$ cat src/rtl/up_dn_cntr_sweep_ctrl.sv
// rtl/up_dn_cntr_sweep_ctrl.sv - up/down sweep sequencer closing the loop on a 4-bit counter
// Optional per-phase watchdog: define SWEEP_CTRL_TIMEOUT_EN.
module up_dn_cntr_sweep_ctrl #(
   parameter int TIMEOUT_CYCLES = 20
) (
   input  logic       clk,
   input  logic       reset_n,
   input  logic       cmd_valid,
   output logic       cmd_ready,
   input  logic [3:0] cmd_start,
   input  logic [3:0] cmd_low,
   input  logic [3:0] cmd_high,
   input  logic [3:0] cmd_loops,
   input  logic       abort,
   input  logic [3:0] cnt,
   output logic       load_en,
   output logic [3:0] load_data,
   output logic       up_dnb,
   output logic       start_stop_b,
   output logic       busy,
   output logic       done,
   output logic       err
);

   typedef enum logic [2:0] {IDLE, LOAD, UP, DOWN, DONE} state_t;

   state_t     state, state_nxt;
   logic [3:0] low_r, high_r, loops_left;
   logic       accept, cmd_bad, timeout, dec_loop;

   assign accept    = cmd_valid && cmd_ready;
   assign cmd_bad   = (cmd_low >= cmd_high) || (cmd_start < cmd_low) ||
                      (cmd_start > cmd_high) || (cmd_loops == 4'd0);
   assign cmd_ready = (state == IDLE) && !abort;
   assign busy      = (state != IDLE);

`ifdef SWEEP_CTRL_TIMEOUT_EN
   logic [4:0] wdog;

   // Counts cycles spent in the current UP/DOWN phase; any state change restarts it.
   always_ff @(posedge clk or negedge reset_n) begin
      if (!reset_n)
         wdog <= 5'd0;
      else if ((state_nxt != state) || !((state == UP) || (state == DOWN)))
         wdog <= 5'd0;
      else
         wdog <= wdog + 5'd1;
   end

   assign timeout = !abort && (wdog == 5'(TIMEOUT_CYCLES - 1)) &&
                    (((state == UP) && (cnt != high_r)) || ((state == DOWN) && (cnt != low_r)));
`else
   logic unused_timeout_cfg;
   assign unused_timeout_cfg = (TIMEOUT_CYCLES > 16);
   assign timeout            = 1'b0;
`endif

   always_ff @(posedge clk or negedge reset_n) begin
      if (!reset_n) begin
         state      <= IDLE;
         load_data  <= 4'd0;
         low_r      <= 4'd0;
         high_r     <= 4'd0;
         loops_left <= 4'd0;
         err        <= 1'b0;
      end else begin
         state <= state_nxt;
         err   <= (accept && cmd_bad) || timeout;
         if (accept) begin
            load_data  <= cmd_start;
            low_r      <= cmd_low;
            high_r     <= cmd_high;
            loops_left <= cmd_loops;
         end else if (dec_loop) begin
            loops_left <= loops_left - 4'd1;
         end
      end
   end

   always_comb begin
      state_nxt    = state;
      load_en      = 1'b0;
      up_dnb       = 1'b1;
      start_stop_b = 1'b0;
      done         = 1'b0;
      dec_loop     = 1'b0;
      case (state)
         IDLE: begin
            if (accept && !cmd_bad)
               state_nxt = LOAD;
         end
         LOAD: begin
            load_en   = 1'b1;
            state_nxt = abort ? IDLE : UP;
         end
         UP: begin
            start_stop_b = (cnt != high_r);
            if (abort || timeout)
               state_nxt = IDLE;
            else if (cnt == high_r)
               state_nxt = DOWN;
         end
         DOWN: begin
            up_dnb       = 1'b0;
            start_stop_b = (cnt != low_r);
            if (abort || timeout) begin
               state_nxt = IDLE;
            end else if (cnt == low_r) begin
               if (loops_left > 4'd1) begin
                  dec_loop  = 1'b1;
                  state_nxt = UP;
               end else begin
                  state_nxt = DONE;
               end
            end
         end
         DONE: begin
            done      = 1'b1;
            state_nxt = IDLE;
         end
         default: state_nxt = IDLE;
      endcase
      // Stop the counter in the very cycle a sweep is cancelled so it holds its value.
      if (abort || timeout)
         start_stop_b = 1'b0;
   end

endmodule

$ cat config.mk
export PLATFORM = sky130hd
export DESIGN_NAME = up_dn_cntr_sweep_ctrl
export DESIGN_NICKNAME = d
export VERILOG_FILES = /design/src/rtl/up_dn_cntr_sweep_ctrl.sv
export SDC_FILE = /design/constraint.sdc
export NUM_CORES = 1
export LEC_CHECK = 0
export ABC_AREA = 1
export ABC_CLOCK_PERIOD_IN_PS = 2100
export BUFFER_PORTS_ARGS = -buffer_cell sky130_fd_sc_hd__clkbuf_2
export CAP_MARGIN = 20
export CORE_MARGIN = 1.5
export CORE_UTILIZATION = 52
export DETAILED_ROUTE_END_ITERATION = 8
export PLACE_DENSITY = 0.78
export SETUP_SLACK_MARGIN = 0.1
export SYNTH_ARGS = -nofsm -noshare
export SYNTH_HDL_FRONTEND = slang
export SYNTH_SLANG_ARGS = --single-unit
$ cat constraint.sdc
create_clock -name clk -period 2.1 [get_ports clk]
set_clock_uncertainty 0.15 [all_clocks]
set_input_delay 0.21 -clock clk [delete_from_list [all_inputs] [get_ports clk]]
set_output_delay 0.21 -clock clk [all_outputs]
set_load 0.03 [all_outputs]
# Word-level counts from Yosys, hierarchy flattened
# Cells that the tools add are included.
# W data, S select, Z words.
[op_classes]
n_addsub = 1
n_lt_le_gt_ge = 4
eq_ne = 11
mux = 19
n_reduce_logical = 14
[ops]
columns = ["op", "n"]
rows = [
  ["$mux W3", 6],
  ["$pmux W3 S4", 1],
  ["$eq A4 B4 Y1", 2],
  ["$mux W1", 8],
  ["$mux W4", 2],
  ["$ne A4 B4 Y1", 2],
  ["$eq A3 B2 Y1 const B", 2],
  ["$ne A3 B3 Y1 const B", 2],
  ["$ge A4 B4 Y1", 1],
  ["$gt A4 B1 Y1 const B", 1],
  ["$gt A4 B4 Y1", 1],
  ["$logic_and A1 B1 Y1", 4],
  ["$logic_not A4 Y1", 1],
  ["$lt A4 B4 Y1", 1],
  ["$sub A4 B1 Y4 const B", 1],
  ["$eq A3 B1 Y1 const B", 1],
  ["$eq A3 B3 Y1 const B", 1],
  ["$logic_not A3 Y1", 1],
  ["$logic_or A1 B1 Y1", 3],
  ["$reduce_and A3 Y1", 1],
  ["$reduce_bool A3 Y1", 1],
  ["$logic_not A1 Y1", 2],
  ["$mux W2", 1],
  ["$ne A2 B1 Y1 const B", 1],
  ["2 further kinds", 2],
]
[word_totals]
register_bits = 20
input_bits = 24
output_inout_bits = 11
elab_cells = 55

# Longest topological paths before layout
[logic_depth]
word_depth = 8
depth_mapped = 12
mapped_depth_nobuf = 12

# Worst setup path after synthesis
# No wires, ideal clock.
[synth_timing]
kind = "register to register"
start = "register state[1]"
end = "register state[1]"
setup_ns = 0.067
t_arrival_ns = 1.496
required_time_ns = 1.883
slack_ns = 0.387
stages_incl_launch_ff = 6
n_path_buf = 0
synth_period_minus_slack_ns = 1.713
path_cell_list = "dfrtp_1 -> nor3_1 -> nand2_1 -> nand3_1 -> nand3_1 -> nand2_1"
[synth_between]
elab_chain_len = 6
elab_cells_between_ends = 12
cone_classes = "eq/ne: 6; mux: 1; reduce/logical: 5"
[synth_lines]
columns = ["item", "line_no", "text"]
rows = [
  ["start: declaration", "27", "state_t state, state_nxt;"],
  ["start signal: assignment", "67", "state <= state_nxt;"],
  ["$logic_not A3 Y1", "34, 87", ""],
  ["$logic_and A1 B1 Y1", "34", "assign cmd_ready = (state == IDLE) && !abort;"],
  ["$logic_and A1 B1 Y1", "31", "assign accept = cmd_valid && cmd_ready;"],
  ["$logic_and A1 B1 Y1", "89", "if (accept && !cmd_bad)"],
  ["$ne A2 B1 Y1 (no source line)", "-", ""],
  ["$reduce_and A3 Y1 (no source line)", "-", ""],
]
# Several ways; a longest one is shown, not always the timed one.
# A chain may end at the register's enable or synchronous reset.

# Final worst setup path
[layout_timing]
start = "register state[2]"
end = "output port start_stop_b"
[layout_between]
elab_chain_len = 3
elab_cells_between_ends = 4
cone_classes = "eq/ne: 2; mux: 2"
[layout_lines]
columns = ["item", "line_no", "text"]
rows = [
  ["$eq A3 B2 Y1", "87", "case (state)"],
  ["$pmux W1 S2 *", "87", ""],
  ["$mux W1 *", "124", "if (abort || timeout)"],
  ["end: declaration", "19", "output logic start_stop_b,"],
]
# Every way passes the cells marked *; elsewhere a longest branch is shown, timed or not.

==> impl_metrics.csv <==
group,metric,value,unit
status,outcome,"finished clean",
logic_synthesis,synth-main-ff-cell,"sky130_fd_sc_hd__dfrtp_1",
timing,slew_viol_final,0,
clock_tree,postCtsSetupRepairBufs,0,
setup_path,criticalPathCategory,"flip-flop to primary output",
setup_path,crit_path_cell_trace,"inv_2, nand3_1, nor2_2, nand2_1, nand2_1, clkbuf_2",
worst_hold_path,whs_path_depth,3,
final_layout,fraction_of_layout_cells_with_a_size_suffix_above_1,24.5,%
floorplan,die_width,54.4,µm
timing,highest_clock_rate,540,MHz
pwr,leakagePower,0.914,nW
grt,first_global_vias,1174,
grt,groute.usage.overall,22.6,%
clock_tree,cts.sink_count,20,
pwr,worst_ir_drop_vdd,0.691,mV
clock_tree,cts_h_tree_lvls,1,
drt,drt_iter0_drc,29,
logic_synthesis,synth_seq_cells,20,
logic_synthesis,netlist_area,1370,µm²
drt,num_vias,1243,
final_layout,fillCellCount,233,
final_layout,antenna_cells_inserted,0,
run,maxCapViolCount,0,
logic_synthesis,synth_warnings,0,
logic_synthesis,syn_inst,177,
placed_design,routabilityCongestion,0.806,
grt,global_route_wire_length_before_repair,4.82,mm
placed_design,dp.final_hpwl,2.34,mm
logic_synthesis,synth_largest_type_area_fraction,36.4,%
setup_path,required,1.74,ns
grt,globalRouteOverflowTotal,0,
timing,tightest_slew,0.503,ns
setup_path,critical-path-top-cell-by-count,"sky130_fd_sc_hd__nand2_1",
timing,rsz0062_at_grt,"no",
final_layout,final_cell_count_no_fill,242,
floorplan,placement_row_count,18,
placed_design,placed_cells,238,
clock_tree,clkLatencyLatePin,0.30,ns
floorplan,start_util,55.0,%
final_layout,nets,251,
setup_path,critPathArrivalTime,1.49,ns
drt,routed_wire_length_per_instance,11.7,µm
floorplan,die_height,54.4,µm
setup_path,highest_cell_delay_on_the_worst_timing_path,0.41,ns
logic_synthesis,post_synth_arst_share,100,%
clock_tree,cts_buffers,3,
drt,detail_route.drc_violations,0,
setup_path,timing.reg2reg.worst_path_depth,9,
setup_path,critPathCapture,"start_stop_b",
floorplan,core-area,2500,µm²
floorplan,io_pins,35,
clock_tree,buffer_type_at_the_clock_tree_root,"sky130_fd_sc_hd__clkbuf_4",
setup_path,ff2ff_setup_slack,0.37,ns
floorplan,die_area,2960,µm²
drt,drt_first_pass_iters,4,
logic_synthesis,synth-seq-area-share,36.4,%
drt,ant_nets,0,
logic_synthesis,yosysTopAreaCell,"sky130_fd_sc_hd__dfrtp_1",
drt,vias_per_std_cell,5.14,
clock_tree,cts_max_path_buffers,2,
setup_path,reg2reg_to,"state[2]",
timing,timing.slew.headroom,66.5,%
worst_hold_path,hp-class,"input port to flip-flop",
drt,routed_wl,2.84,mm
setup_path,standard_cell_with_the_maximum_stage_delay_on_the_critical_path,"sky130_fd_sc_hd__dfrtp_1",
setup_path,path_max_fanout,4,
pwr,power.density_cell_area,1110,nW/µm²
setup_path,wp_buf_inv,2,
grt,grt_antenna_before_repair,0,
setup_path,critPathCaptureType,"primary output",
final_layout,area_growth_from_synthesis_to_layout,15.4,%
clock_tree,cts.clk_slew.worst_paths,0.11,ns
final_layout,final_common_cell,"sky130_fd_sc_hd__nand2_1",
timing,final_period_minus_worst_setup_slack,1.85,ns
logic_synthesis,synth_area_leaders,"sky130_fd_sc_hd__dfrtp_1 (36%), sky130_fd_sc_hd__nand2_1 (15%), sky130_fd_sc_hd__ha_1 (12%), sky130_fd_sc_hd__inv_1 (6.3%), sky130_fd_sc_hd__nand3_1 (4.7%)",
setup_path,worstSetupPathDepth,6,
grt,grt_max_degree,24,
final_layout,layout_common_cells,"sky130_fd_sc_hd__nand2_1 (55), sky130_fd_sc_hd__clkbuf_2 (34), sky130_fd_sc_hd__inv_1 (23)",
timing,timing.setup.tns,0,ns
logic_synthesis,synth.avg_cell_area,7.76,µm²
timing,hold_viol,0,
setup_path,cp-start-kind,"flip-flop",
placed_design,placement.io_buffers,34,
setup_path,critical_path.reg2reg.startpoint,"state[0]",
logic_synthesis,synth.net_count,214,
timing,post-route-period-util,88.3,%
setup_path,start_point_of_the_critical_path,"state[2]",
logic_synthesis,netlist-cell-type-count,25,
clock_tree,cts_tree,"done",
setup_path,critPathTopFamily,"simple AND/OR/NAND/NOR gates",
timing,setup_viol,0,
logic_synthesis,synth_enable_flop_cells,0,
metrics by stage:
stage               power, mW  setup WS (ns)  hold slack (ns)  area [µm²]  util (%)
global route             1.91          0.156           0.0107        1590      63.4
finish                   1.76          0.247          0.00605        1590      63.4
global placement         1.55          0.415           0.0432        1550      62.1
CTS                      1.76          0.239          0.00335        1590      63.4
floorplan                1.37          0.387           -0.236        1370         -
detailed placement       1.58          0.406           0.0524        1550      62.1
kinds of logic (layout without fill, tap and decap cells):
logic type | Yosys count | in the layout | share of synthesized area (%)
AO/OA/AOI/OAI | 16 | 16 | 6.65
XOR/XNOR | 10 | 10 | 6.38
adder cells (fa/ha/maj) | 13 | 13 | 11.8
buffers and inverters | 30 | 65 | 9.65
flip-flops | 20 | 20 | 36.4
AND/OR/NAND/NOR | 88 | 88 | 29.1
how the worst min path moves through the flow:
stage | startpoint | end | slack [ns]
5_1_grt | cmd_loops[3] | loops_left[3] | 0.01
3_5_place_dp | reset_n | high_r[1] | 0.05
6_report | cmd_loops[3] | loops_left[3] | 0.006
3_3_place_gp | reset_n | high_r[1] | 0.04
2_1_floorplan | reset_n | err | -0.24
4_1_cts | cmd_high[0] | high_r[0] | 0.003
synthesized netlist by cell type (2+ instances only):
master,n
sky130_fd_sc_hd__nand4_1,2
sky130_fd_sc_hd__a21oi_1,4
sky130_fd_sc_hd__xnor2_1,7
sky130_fd_sc_hd__dfrtp_1,20
sky130_fd_sc_hd__nor3_1,3
sky130_fd_sc_hd__ha_1,13
sky130_fd_sc_hd__inv_2,3
sky130_fd_sc_hd__o21ai_0,9
sky130_fd_sc_hd__nand3_1,13
sky130_fd_sc_hd__nand2_1,55
sky130_fd_sc_hd__o21ai_2,2
sky130_fd_sc_hd__inv_1,23
sky130_fd_sc_hd__nor2_2,4
sky130_fd_sc_hd__nor2_1,6
sky130_fd_sc_hd__xor2_1,3
flip-flops by register name, summed over array words and instances (netlist names):
signal,flops
low_r,4
err,1
load_data,4
high_r,4
loops_left,4
state,3
what timing repair did:
item                      4_1_cts  5_1_grt
resized for setup               0        0
hold buffers                    1        0
hold endpoints to repair       20        0
worst min-delay path, delay by kind of cell:
kind / cells / cell delay (ns)
AND/OR/NAND/NOR: 2 / 0.12
buffers and inverters: 1 / 0.09
layout make-up:
type	instances	area (µm²)	share of cell area, %
Sequential cell	20	500	31.6
Timing Repair Buffer	35	180	11.4
Multi-Input combinational cell	127	741	46.7
Clock buffer	3	22.5	1.42
Inverter	27	104	6.55
Tap cell	30	37.5	2.37
report_power, final:
part | internal [mW] | switching (mW)
Combinational | 0.324 | 0.559
Sequential | 0.555 | 0.137
Clock | 0.0667 | 0.116
layer usage:
| layer | track usage (%) | share of wire, % | up-vias |
|---|---|---|---|
| met5 | 0 | 0 | - |
| met3 | 2.73 | 5.5 | 2 |
| li1 | - | - | 626 |
| met4 | 7.50 | 0.67 | 0 |
| met2 | 40.2 | 49 | 34 |
| met1 | 28.1 | 45 | 581 |
(Power assumes the default switching activity.)
